## config.mk

```make
export PLATFORM = sky130hd
export DESIGN_NAME = uart_rx_byte
export DESIGN_NICKNAME = d
export VERILOG_FILES = /design/src/rtl/uart_rx_byte.sv
export SDC_FILE = /design/constraint.sdc
export NUM_CORES = 1
export LEC_CHECK = 0
export BUFFER_PORTS_ARGS = -buffer_cell sky130_fd_sc_hd__buf_2
export CAP_MARGIN = 15
export CORE_MARGIN = 1.5
export CORE_UTILIZATION = 53
export DETAILED_ROUTE_END_ITERATION = 8
export PLACE_DENSITY_LB_ADDON = 0.1
export REMOVE_ABC_BUFFERS = 1
export SETUP_SLACK_MARGIN = 0.2
export SLEW_MARGIN = 20
export SYNTH_ARGS = -nofsm -noshare
export SYNTH_HDL_FRONTEND = slang
export SYNTH_SLANG_ARGS = --single-unit
```

## constraint.sdc

```tcl
create_clock -name clk -period 2 [get_ports clk]
set_input_delay 0.4 -clock clk [delete_from_list [all_inputs] [get_ports clk]]
set_output_delay 0.4 -clock clk [all_outputs]
set_load 0.02 [all_outputs]
```

## src/rtl/uart_rx_byte.sv

```systemverilog
// uart_rx_byte
//   8N1 UART receiver, LSB first. Produces one byte per correctly framed
//   character as a single-cycle strobe; a low stop bit gives a single-cycle
//   framing_error strobe instead, and the receiver then waits for the line to
//   return high before hunting for the next start bit.
// Ports
//   clk                system clock
//   reset              asynchronous, active-low reset
//   rx                 raw UART line, idle high, asynchronous to clk
//   source_data_valid  1-cycle strobe: source_data holds a new byte
//   source_data        last correctly framed byte
//   framing_error      1-cycle strobe: stop bit sampled low
//   rx_busy            high whenever the receiver is not idle
module uart_rx_byte #(
  parameter int unsigned CLKS_PER_BIT = 434
) (
  input  logic       clk,
  input  logic       reset,
  input  logic       rx,
  output logic       source_data_valid,
  output logic [7:0] source_data,
  output logic       framing_error,
  output logic       rx_busy
);

  localparam int unsigned HALF_BIT = CLKS_PER_BIT / 2;
  localparam int unsigned CW       = $clog2(CLKS_PER_BIT);

  localparam logic [CW-1:0] HALF_LAST = CW'(HALF_BIT - 1);
  localparam logic [CW-1:0] BIT_LAST  = CW'(CLKS_PER_BIT - 1);
  localparam logic [CW-1:0] CNT_ONE   = CW'(1);

  typedef enum logic [2:0] {
    S_IDLE,
    S_START,
    S_DATA,
    S_STOP,
    S_BREAK
  } state_t;

  state_t        state_q, state_d;
  logic [CW-1:0] baud_q, baud_d;
  logic [2:0]    bit_idx_q, bit_idx_d;
  logic [7:0]    shreg_q, shreg_d;
  logic [7:0]    data_q, data_d;
  logic          valid_q, valid_d;
  logic          ferr_q, ferr_d;
  logic          busy_q, busy_d;

  // Synchroniser pair plus one delay flop for edge detection; all idle high.
  logic rx_meta_q, rx_s_q, rx_d_q;
  logic fall;

  assign fall = rx_d_q & ~rx_s_q;

  always_comb begin
    state_d   = state_q;
    baud_d    = baud_q;
    bit_idx_d = bit_idx_q;
    shreg_d   = shreg_q;
    data_d    = data_q;
    valid_d   = 1'b0;
    ferr_d    = 1'b0;

    case (state_q)
      S_IDLE: begin
        if (fall) begin
          state_d = S_START;
          baud_d  = '0;
        end
      end

      S_START: begin
        if (baud_q == HALF_LAST) begin
          if (!rx_s_q) begin
            state_d   = S_DATA;
            baud_d    = '0;
            bit_idx_d = '0;
          end else begin
            // Line went back high before mid start bit: treat as a glitch.
            state_d = S_IDLE;
          end
        end else begin
          baud_d = baud_q + CNT_ONE;
        end
      end

      S_DATA: begin
        if (baud_q == BIT_LAST) begin
          shreg_d = {rx_s_q, shreg_q[7:1]};
          baud_d  = '0;
          if (bit_idx_q == 3'd7) begin
            state_d = S_STOP;
          end else begin
            bit_idx_d = bit_idx_q + 3'd1;
          end
        end else begin
          baud_d = baud_q + CNT_ONE;
        end
      end

      S_STOP: begin
        if (baud_q == BIT_LAST) begin
          baud_d = '0;
          if (rx_s_q) begin
            data_d  = shreg_q;
            valid_d = 1'b1;
            state_d = S_IDLE;
          end else begin
            ferr_d  = 1'b1;
            state_d = S_BREAK;
          end
        end else begin
          baud_d = baud_q + CNT_ONE;
        end
      end

      S_BREAK: begin
        if (rx_s_q) begin
          state_d = S_IDLE;
        end
      end

      default: begin
        state_d = S_IDLE;
      end
    endcase

    // Registered from next state so rx_busy tracks the state register exactly.
    busy_d = (state_d != S_IDLE);
  end

  always_ff @(posedge clk or negedge reset) begin
    if (!reset) begin
      rx_meta_q <= 1'b1;
      rx_s_q    <= 1'b1;
      rx_d_q    <= 1'b1;
      state_q   <= S_IDLE;
      baud_q    <= '0;
      bit_idx_q <= '0;
      shreg_q   <= '0;
      data_q    <= '0;
      valid_q   <= 1'b0;
      ferr_q    <= 1'b0;
      busy_q    <= 1'b0;
    end else begin
      rx_meta_q <= rx;
      rx_s_q    <= rx_meta_q;
      rx_d_q    <= rx_s_q;
      state_q   <= state_d;
      baud_q    <= baud_d;
      bit_idx_q <= bit_idx_d;
      shreg_q   <= shreg_d;
      data_q    <= data_d;
      valid_q   <= valid_d;
      ferr_q    <= ferr_d;
      busy_q    <= busy_d;
    end
  end

  assign source_data_valid = valid_q;
  assign source_data       = data_q;
  assign framing_error     = ferr_q;
  assign rx_busy           = busy_q;

endmodule
```

Yosys cells after proc, flatten, opt, wreduce, memory -nomap -nowiden
Index checks and enable logic that the tools add are counted.
{ "op_classes": {"add_sub_neg": 2, "n_eq_ne": 13, "muxes": 25, "n_bitwise": 2, "n_reduce_logical": 9} }
{ "op_table": {"columns": ["op", "count"], "rows": [
  ["9-bit two-way mux", 4],
  ["3-bit two-way mux", 11],
  ["9-bit case mux with 3 select lines", 1],
  ["3-bit case mux with 5 select lines", 1],
  ["2-bit inequality test, second input constant", 5],
  ["9-bit by 1-bit adder with 9-bit output, second input constant", 1],
  ["9-bit by 8-bit == test with 1-bit output, second input constant", 1],
  ["9-bit == test, second input constant", 1],
  ["3-bit by 2-bit == test with 1-bit output, second input constant", 2],
  ["3-bit == test, second input constant", 2],
  ["1-bit two-way mux", 6],
  ["3-bit case mux with 2 select lines", 1],
  ["3-bit AND reduction", 2],
  ["3-bit nonzero test", 2],
  ["5-bit AND reduction", 1],
  ["3-bit by 1-bit adder with 3-bit output, second input constant", 1],
  ["3-bit by 1-bit == test with 1-bit output, second input constant", 1],
  ["3-bit logical NOT", 1],
  ["3-bit inequality test, second input constant", 1],
  ["2-bit two-way mux", 1],
  ["2-bit AND reduction", 1],
  ["2-bit nonzero test", 1],
  ["2-bit OR reduction", 1],
  ["1-bit bitwise AND", 1],
  ["1-bit inverter", 1]
]} }
{ "totals": {"reg_bits": 37, "output_inout_bits": 11, "word_cells": 62} }

Longest topological paths before layout
Gate-level depths: netlist of run 1.
{ "logic_depth": {"word_depth": 5, "ltp_mapped": 7, "depth_no_buf": 6} }

Least setup slack after synthesis of run 1
Ideal clock, no wire load.
{ "synth_path": {"path_type": "reg-to-reg", "from": "reg baud_q[1]", "to": "reg data_q[0] (netlist: source_data[0])", "arrival_time_ps": 1930, "t_required_ps": 1875, "slack_ps": -55, "stages_incl_launch_ff": 8, "n_path_buf": 1, "cell_sequence": "dfrtp_1 > inv_1 > ha_1 > nand4bb_4 > or4_4 > or2_1 > buf_6 > mux2_4"} }
{ "synth_between": {"elab_chain_cells": 2} }
{ "synth_lines": {"columns": ["item", "line_no", "source"], "rows": [
  ["start: declaration", "42", "logic [CW-1:0] baud_q, baud_d;"],
  ["start signal: assignment", "151", "baud_q <= baud_d;"],
  ["9-bit == test", "103", "if (baud_q == BIT_LAST) begin"],
  ["3-bit AND reduction (no line)", null, null],
  ["end signal: assignment", "154", "data_q <= data_d;"],
  ["end: declaration", "45", "logic [7:0] data_q, data_d;"]
]} }
Every way passes these cells.
A chain may end at the register's enable or synchronous reset.

Worst setup path after layout of run 1
{ "layout_path": {"from": "reg baud_q[0]", "to": "reg data_q[3] (netlist: source_data[3])"} }
The elaborated chain is that of the path after synthesis.

==> qor.txt, run 1 <==
Status = finished with violations
Failing checks = negative setup slack
Static Leakage = 1.13 nW
Top cell type's share of synthesized area = 0.469
DPL Wire Length = 2760 um
Top_reg_cell synth = dfrtp_1
Die area = 3780 um2
Bufs on Longest Clock Path = 2
Vias = 1438
Remaining DRCs = 0
Number of global-route vias before repair = 1412
DP Worst Slack = -0.0943 ns
Setup-failing EPs final = 7
Post-synthesis mux area share = 0.127
Pwr per Cell Area = 905 nW/um2
Synth Area in Compound Gates = 0.104
Starting Density = 0.548
Count leader, synth = dfrtp_1
Root Buffer = clkbuf_4
EDFF count, synth = 0
Post-synthesis xor/xnor area fraction = 0.00483
Share of layout cells above drive strength 1 = 0.454
Clock skew = 0.0117 ns
Post-route antenna net violation count = 0
Number of H-tree levels = 2
Worst setup SP type = flop
Simple-gate portion of the synthesized area = 0.182
Fmax achieved = 497 MHz
Crit Path Max Fanout = 9
Global-route wire length before repair = 6550 um
Ports = 14
Total gr overflow = 0
Post-synth cell types = 43
Cells after DPL = 234
Reg2Reg Setup Slack = -0.01 ns
Worst skew pair latency = 0.35 ns
Crit. End Element = flop
Nets = 212
Syn-to-layout area delta = 29.1%
Syn avg cell area = 11.6 um2
CTS tree = yes
CTS Sinks = 37
Crit path arrival time = 2.25 ns
Commonest cells in the netlist = 34 x dfrtp_1, 15 x o21ai_0, 10 x inv_1, 8 x mux2_2, 8 x mux2_4
Row cnt = 21
Num CTS Buffers = 5
Crit-path cells = buf_6, ha_4, nand4bb_4, or4_4, or2_4, buf_12, mux2_4
Core Region = 3310 um2
Final worst-path cycle share = 1.01
CP Data Required Time = 2.24 ns
Max IR drop VDD = 0.489 mV
DR vias/cell = 5.73
Final cell count without fillers = 251
Crit path kind = flop to flop
DR WL/cell = 16.8 um
Reg clk slew, reported paths = 0.12 ns
GRT Total Usage = 0.245
Setup ws final = -0.0136 ns
Largest cells by area after synthesis = dfrtp_1 47%, mux2_4 6.6%, mux2_2 5.0%
Unrepaired setup endpoints after global routing = yes
Min cycle time layout = 2.01 ns
#FFs+latches synth = 37
Area of the mapped netlist = 1810 um2
Final Wtd Congestion = 0.854
Largest net degree at the start of global routing = 38
Die width = 61.5 um
Initial DRC Count = 86
Slowest stage delay, CP = 0.43 ns
RR Endpoint = source_data[3]$_DFFE_PN0P_
WL final = 4230 um
Worst r2r path cells = 7
Final instance area = 2340 um2
Post-Route Utilization = 0.707
Synthesis Warnings = 0
Die height = 61.5 um
Async set-or-reset flop fraction in the synthesized netlist = 1.00
Seq/Total Area, Yosys = 0.512
Max Cap Viol = 0
Antenna Cells = 0
Synth area leader = dfrtp_1
Adder-Cell Fraction of Synth Area = 0.0345
Synth Instances = 157
Slew @ Worst Pin = 0.801 ns
DR pass1 iterations = 4
Worst min path class = input port to asynchronous set/reset pin
Port Buffers = 13
Initial antenna violation count = 0
Slew Limit Headroom = 0.466
Placed Instance Area = 2090 um2
R2r startpoint = baud_q[0]$_DFFE_PN0P_
Fin. Hold Viols = 0
Critical-path top delay cell = dfrtp_1
Main combinational cell family by area after synthesis = simple AND/OR/NAND/NOR gates
Pins Over Slew Limit = 0
==> registers in the layout, summed over array words and instances, names as in the netlist <==
| signal | flops |
|---|---|
| shreg_q | 8 |
| baud_q | 9 |
| rx_d_q | 1 |
| source_data | 8 |
| rx_s_q | 1 |
| framing_error | 1 |
| bit_idx_q | 3 |
| rx_meta_q | 1 |
| rx_busy | 1 |
| state_q | 3 |
| source_data_valid | 1 |
==> where the power goes <==
part | switching, mW | total (mW) | internal, mW | leakage, nW
registers | 0.0513 | 0.868 | 0.816 | 0.490
clock network | 0.254 | 0.520 | 0.266 | 0.0424
logic | 0.350 | 0.732 | 0.382 | 0.596
==> worst max-delay path by stage <==
| stage | from | slack [ns] | cells past startpoint | to |
|---|---|---|---|---|
| floorplan | baud_q[1]$_DFFE_PN0P_ | -0.12 | 6 | source_data[0]$_DFFE_PN0P_ |
| global placement | baud_q[1]$_DFFE_PN0P_ | -0.04 | 7 | source_data[0]$_DFFE_PN0P_ |
| detailed placement | baud_q[1]$_DFFE_PN0P_ | -0.09 | 7 | source_data[3]$_DFFE_PN0P_ |
| CTS | baud_q[1]$_DFFE_PN0P_ | -0.04 | 7 | source_data[3]$_DFFE_PN0P_ |
| global route | baud_q[1]$_DFFE_PN0P_ | -0.05 | 7 | source_data[3]$_DFFE_PN0P_ |
| finish | baud_q[0]$_DFFE_PN0P_ | -0.01 | 7 | source_data[3]$_DFFE_PN0P_ |
==> per-layer routing <==
layer  GRT usage  share of wire  routed length, um
met3      0.0441          0.041                174
met4       0.116          0.010                 44
met1       0.298           0.41               1740
met5           0              0                  0
met2       0.418           0.53               2260
==> timing repair <==
action | 4_1_cts | 5_1_grt
hold endpoints to repair | 0 | 0
endpoints found under the setup margin | 17 | 29
gates resized for setup | 15 | 17
pin swaps | 5 | 10
gates cloned | 0 | 1
setup buffers | 7 | 1
hold buffers | 0 | 0
==> cells by family (layout without fill, tap and decap cells) <==
| logic type | count (synthesis) | count (layout) |
|---|---|---|
| xor gates and xnor gates | 1 | 1 |
| DFF | 37 | 37 |
| AOI/OAI and AO/OA | 32 | 32 |
| buffers and inverters | 14 | 62 |
| adders and majority gates | 5 | 5 |
| and+or+nand+nor | 50 | 50 |
| muxes | 18 | 18 |
==> critical path, delay by kind of cell (launching register included) <==
family,cells,cell delay [ns]
adders and majority gates,1,0.13
buffers and inverters,2,0.27
DFF,1,0.43
muxes,1,0.30
and+or+nand+nor,3,0.78
==> stage by stage <==
stage / TNS (ns) / power [mW] / hold WS (ns)
6_report: -0.0343 / 2.12 / 0.128
5_1_grt: -0.470 / 2.22 / 0.123
4_1_cts: -0.405 / 2.07 / 0.129
3_5_place_dp: -0.728 / 1.38 / 0.347
3_3_place_gp: -0.323 / 1.36 / 0.348
2_1_floorplan: -0.948 / 1.15 / 0.104
==> cell type report <==
type,count,area (um2)
Inverter,10,40.0
Multi-Input combinational cell,106,908
Sequential cell,37,930
Clock inverter,2,38.8
Tap cell,46,57.6
Timing Repair Buffer,44,327
Clock buffer,6,41.3
Fill cell,246,968
==> cells in the final DEF (no fill, tap or decap), types with 6 or more instances in the layout <==
master,instances
dfrtp_1,34
buf_4,24
buf_2,14
o21ai_0,10
inv_1,8
mux2_2,8
mux2_4,8
nand2_1,7
nor3_1,6
(Power assumes the default switching activity.)
==> run 2: changes to the inputs <==
--- a/config.mk
+++ b/config.mk
@@ -7,6 +7,7 @@
 export LEC_CHECK = 0
 export BUFFER_PORTS_ARGS = -buffer_cell sky130_fd_sc_hd__buf_2
 export CAP_MARGIN = 15
+export CORE_ASPECT_RATIO = 0.5
 export CORE_MARGIN = 1.5
 export CORE_UTILIZATION = 53
 export DETAILED_ROUTE_END_ITERATION = 8
==> run 2 against run 1 <==
  * The flow now finishes without violations
  * Power rose by 3.1%
  * Flip-flop and latch count did not move
  * Combinational power fell by 8.3%
  * Largest cell class unchanged
  * Largest power group unchanged
==> qor.txt, run 2 (synthesized netlist as in run 1, its figures left out) <==
Status = finished, final reports clean
P_int = 1.52 mW
Initial antenna violation count = 0
Root Buffer = clkbuf_8
Antenna Cells = 0
Crit Path Max Fanout = 5
Global-route wire length before repair = 6240 um
Post-CTS Hold Buffers = 0
Unrepaired setup endpoints after global routing = yes
Syn-to-layout area delta = 28.4%
GRT Total Usage = 0.222
Crit path arrival time = 2.14 ns
Fill cells = 214
Final cell count without fillers = 240
Ports = 14
Cells after DPL = 227
Critical-path top delay cell = or4_4
Commonest non-fill, non-tap cell in the layout = dfrtp_1
Nets = 207
Final worst-path cycle share = 0.979
DR vias/cell = 5.66
Reg clk slew, reported paths = 0.08 ns
Pins Over Slew Limit = 0
Crit. End Element = flop
Max IR drop VDD = 0.545 mV
Setup-failing EPs final = 0
Post-route antenna net violation count = 0
Core Region = 3140 um2
Fmax achieved = 511 MHz
Clock skew = 0.00591 ns
Row cnt = 14
Worst setup SP type = flop
Starting Density = 0.579
DR pass1 iterations = 4
Die height = 44.4 um
Total gr overflow = 0
Bufs on Longest Clock Path = 2
Vias = 1359
DR WL/cell = 15.5 um
Num CTS Buffers = 5
Die width = 85.7 um
RR Endpoint = source_data[6]$_DFFE_PN0P_
CTS tree = yes
Worst min path class = input port to asynchronous set/reset pin
Slew @ Worst Pin = 0.799 ns
Min cycle time layout = 1.96 ns
Reg2Reg Setup Slack = 0.04 ns
Static Leakage = 1.12 nW
R2r startpoint = baud_q[0]$_DFFE_PN0P_
CTS Sinks = 37
Pwr per Cell Area = 938 nW/um2
Logic pwr share = 0.307
Slowest stage delay, CP = 0.52 ns
Largest net degree at the start of global routing = 38
DPL Wire Length = 2450 um
Flop pwr share = 0.394
Worst skew pair latency = 0.29 ns
Clock network fraction of total power = 0.299
Crit-path cells = buf_4, ha_4, nand4bb_4, or4_4, or2_4, mux2_4
CP Data Required Time = 2.18 ns
Multi-input gate area = 927 um2
Max reg flops = 9
Slew Limit Headroom = 0.467
Fin. Hold Viols = 0
Share of layout cells above drive strength 1 = 0.460
Register area = 930 um2
Remaining DRCs = 0
WL final = 3710 um
Most flops, register = baud_q
Die area = 3800 um2
Switching Power = 0.667 mW
Total power = 2.18 mW
Number of H-tree levels = 2
Worst r2r path cells = 6
Crit path kind = flop to flop
Port Buffers = 13
Commonest non-fill, non-tap cells in the layout = 34 x dfrtp_1, 21 x buf_4, 13 x buf_2
Max Cap Viol = 0
Number of global-route vias before repair = 1349
Initial DRC Count = 78
Final Wtd Congestion = 0.887
Switching part of the total = 0.305
run 2: worst max-delay path: cells and delay by family (launching register included):
kind | cells | cell delay, ns
buffers and inverters | 1 | 0.12
multiplexers | 1 | 0.31
adder cells (fa/ha/maj) | 1 | 0.14
AND/OR/NAND/NOR | 3 | 0.94
flip-flops | 1 | 0.35
run 2: area by class of cell:
class / count / share of cell area
multi-input cells: 107 / 0.398
inverters: 10 / 0.0172
well taps: 40 / 0.0215
flip-flops and latches: 37 / 0.399
clock buffers: 5 / 0.0295
repair buffers: 38 / 0.115
clock inverters: 3 / 0.0199
run 2: how the worst max path moves through the flow:
stage | start | endpoint | slack [ns] | depth (start not counted)
2_1_floorplan | baud_q[1]$_DFFE_PN0P_ | source_data[0]$_DFFE_PN0P_ | -0.12 | 6
3_3_place_gp | baud_q[1]$_DFFE_PN0P_ | source_data[5]$_DFFE_PN0P_ | -0.13 | 6
3_5_place_dp | baud_q[1]$_DFFE_PN0P_ | source_data[6]$_DFFE_PN0P_ | -0.15 | 6
4_1_cts | baud_q[0]$_DFFE_PN0P_ | source_data[6]$_DFFE_PN0P_ | 0.02 | 6
5_1_grt | baud_q[1]$_DFFE_PN0P_ | source_data[0]$_DFFE_PN0P_ | -0.02 | 6
6_report | baud_q[0]$_DFFE_PN0P_ | source_data[6]$_DFFE_PN0P_ | 0.04 | 6
run 2: what timing repair did:
item / in CTS / in global routing
cloned: 1 / 0
resized for setup: 19 / 22
setup buffers: 3 / 1
pin swaps: 6 / 8
setup endpoints to repair: 19 / 21
hold endpoints to repair: 0 / 0
run 2: stage by stage:
step	setup slack [ns]	utilization	hold slack (ns)	area (um2)	setup TNS (ns)
global route	-0.0234	0.743	0.193	2330	-0.149
CTS	0.0173	0.721	0.191	2260	0
finish	0.0419	0.743	0.191	2330	0
floorplan	-0.118	-	0.104	1790	-0.948
global placement	-0.127	0.657	0.346	2060	-1.01
detailed placement	-0.154	0.657	0.347	2060	-1.21
run 2: metal layers:
| layer | vias up | global-route usage | share of wire |
|---|---|---|---|
| li1 | 650 | - | - |
| met1 | 670 | 0.301 | 0.49 |
| met2 | 29 | 0.350 | 0.46 |
| met3 | 10 | 0.0560 | 0.031 |
| met4 | 0 | 0.0903 | 0.014 |
| met5 | - | 0 | 0 |
run 2: power by group through the flow:
stage / Combinational, mW / Clock [mW] / Sequential (mW)
finish: 0.671 / 0.653 / 0.861
global placement: 0.500 / 0 / 0.871
detailed placement: 0.517 / 0 / 0.874
CTS: 0.595 / 0.664 / 0.863
global route: 0.727 / 0.697 / 0.869
floorplan: 0.242 / 0 / 0.911
==> run 3: changes to the inputs <==
--- a/config.mk
+++ b/config.mk
@@ -12,7 +12,6 @@
 export CORE_UTILIZATION = 53
 export DETAILED_ROUTE_END_ITERATION = 8
 export PLACE_DENSITY_LB_ADDON = 0.1
-export REMOVE_ABC_BUFFERS = 1
 export SETUP_SLACK_MARGIN = 0.2
 export SLEW_MARGIN = 20
 export SYNTH_ARGS = -nofsm -noshare
==> run 3 against run 2 <==
  * Clock power barely moved
  * Clock-buffer cell count unchanged
  * Wire length decreased by 3.9%
  * Worst hold slack got worse by 0.052 ns
  * First-iteration DRC count decreased by 3.8%
  * Largest power group unchanged
  * Largest cell class unchanged
  * Final area fell by 3.7%
==> qor.txt, run 3 (synthesized netlist as in run 1, its figures left out) <==
Total gr overflow = 0
DP Worst Slack = -0.117 ns
Share of layout cells above drive strength 1 = 0.423
Bufs on Longest Clock Path = 2
Final Wtd Congestion = 0.876
Number of H-tree levels = 2
CP top delay family = simple AND/OR/NAND/NOR gates
Number of global-route vias before repair = 1330
Row cnt = 14
Setup-failing EPs final = 0
Syn-to-layout area delta = 23.7%
Crit path arrival time = 2.14 ns
Slew @ Worst Pin = 0.458 ns
Static Leakage = 1.09 nW
Commonest non-fill, non-tap cells in the layout = 32 x dfrtp_1, 20 x buf_4, 13 x buf_2
Die area = 3800 um2
Num CTS Buffers = 5
Commonest non-fill, non-tap cell in the layout = dfrtp_1
DR pass1 iterations = 4
Syn Nets = 165
Nets = 203
Status = finished, final reports clean
Critical-path top delay cell = or4_4
Max reg flops = 9
Ports = 14
Reg clk slew, reported paths = 0.08 ns
Post-CTS Hold Buffers = 0
Cells after DPL = 225
WL final = 3570 um
Fill cells = 223
Worst min path class = input port to asynchronous set/reset pin
Die width = 85.7 um
Setup ws final = 0.0369 ns
Core Region = 3140 um2
Antenna Cells = 0
Global-route wire length before repair = 5960 um
Worst Path Buf+Inv = 1
GRT Total Usage = 0.208
Crit. End Element = flop
Vias = 1337
Fmax achieved = 509 MHz
Crit Path Max Fanout = 5
DR vias/cell = 5.67
Final worst-path cycle share = 0.982
Critical Path Start = baud_q[1]$_DFFE_PN0P_
DR WL/cell = 15.1 um
Final instance area = 2240 um2
Pins Over Slew Limit = 0
Min cycle time layout = 1.96 ns
Unrepaired setup endpoints after global routing = yes
CP Data Required Time = 2.18 ns
Worst skew pair latency = 0.29 ns
Max Cap Viol = 0
Crit path kind = flop to flop
Initial antenna violation count = 0
Largest net degree at the start of global routing = 38
Slew Limit Headroom = 0.695
Max IR drop VDD = 0.533 mV
Final cell count without fillers = 236
CTS tree = yes
Initial DRC Count = 75
DPL Wire Length = 2370 um
Slowest stage delay, CP = 0.52 ns
R2r startpoint = baud_q[1]$_DFFE_PN0P_
Worst setup SP type = flop
Placed Instance Area = 2060 um2
Starting Density = 0.579
Clock skew = 0.00489 ns
Most flops, register = baud_q
Port Buffers = 13
Die height = 44.4 um
Root Buffer = clkbuf_8
CTS Sinks = 37
Remaining DRCs = 0
Fin. Hold Viols = 0
Post-route antenna net violation count = 0
Pwr per Cell Area = 924 nW/um2
Crit-path cells = inv_2, ha_4, nand4bb_4, or4_4, or2_4, mux2_4
==> run 3: changes by cell type in the layout (fill, tap and decap cells not counted), moves of 2 or more <==
| cell | previous run | this run |
|---|---|---|
| dfrtp_1 | 34 | 32 |
| inv_2 | 1 | 3 |
| o21ai_0 | 4 | 10 |
| o21ai_1 | 6 | 4 |
| o21ai_2 | 6 | 2 |
| buf_6 | 4 | 1 |
| dfrtp_2 | 0 | 2 |
==> run 3: timing repair <==
action,in CTS,in global routing
endpoints found under the setup margin,14,20
setup buffers,2,0
pin swaps,2,2
gates resized for setup,6,13
cloned,1,0
==> run 3: area by class of cell <==
type                            count  area (um2)  share of cell area
Clock buffer                        5        68.8              0.0307
Clock inverter                      3        46.3              0.0206
Inverter                           10        37.5              0.0167
Multi-Input combinational cell    107         883               0.394
Sequential cell                    37         932               0.415
Tap cell                           40        50.0              0.0223
Timing Repair Buffer               34         226               0.101
==> run 3: path summary, 6_finish.rpt <==
kind	endpoint	slack (ns)	depth (start not counted)
hold reg to reg	rx_s_q$_DFF_PN1_	0.36	0
max in group asynchronous	rx_meta_q$_DFF_PN1_	1.51	2
setup / recovery	source_data[3]$_DFFE_PN0P_	0.04	6
min in group clk	rx_meta_q$_DFF_PN1_	0.20	1
setup reg to reg	source_data[3]$_DFFE_PN0P_	0.04	6
hold / removal	source_data[4]$_DFFE_PN0P_	0.14	2
==> run 3: metal layers <==
| metal | up-vias | GRT usage | share of wire |
|---|---|---|---|
| met5 | - | 0 | 0 |
| met4 | 0 | 0.0677 | 0.0092 |
| met3 | 6 | 0.0616 | 0.044 |
| met2 | 35 | 0.354 | 0.45 |
| met1 | 648 | 0.262 | 0.50 |
| li1 | 648 | - | - |
==> run 3: per-stage QoR <==
stage / total power [mW] / utilization / setup TNS (ns) / hold slack (ns)
finish: 2.07 / 0.716 / 0 / 0.140
global route: 2.19 / 0.716 / -0.0957 / 0.179
CTS: 2.06 / 0.702 / 0 / 0.150
detailed placement: 1.38 / 0.657 / -0.913 / 0.348
global placement: 1.37 / 0.657 / -0.626 / 0.347
floorplan: 1.23 / - / 0 / 0.104
==> run 3: report_power, final <==
group          internal [mW]  leakage, nW  switching, mW
Clock                  0.373       0.0543          0.282
Combinational          0.259        0.544          0.281
Sequential             0.819        0.488         0.0616
==> run 3: worst register-to-register path: cells and delay by family (launching register included) <==
| kind | cells | cell delay, ns |
|---|---|---|
| fa+ha+maj | 1 | 0.14 |
| buf+inv | 1 | 0.09 |
| flops | 1 | 0.40 |
| mux | 1 | 0.30 |
| simple gates | 3 | 0.93 |
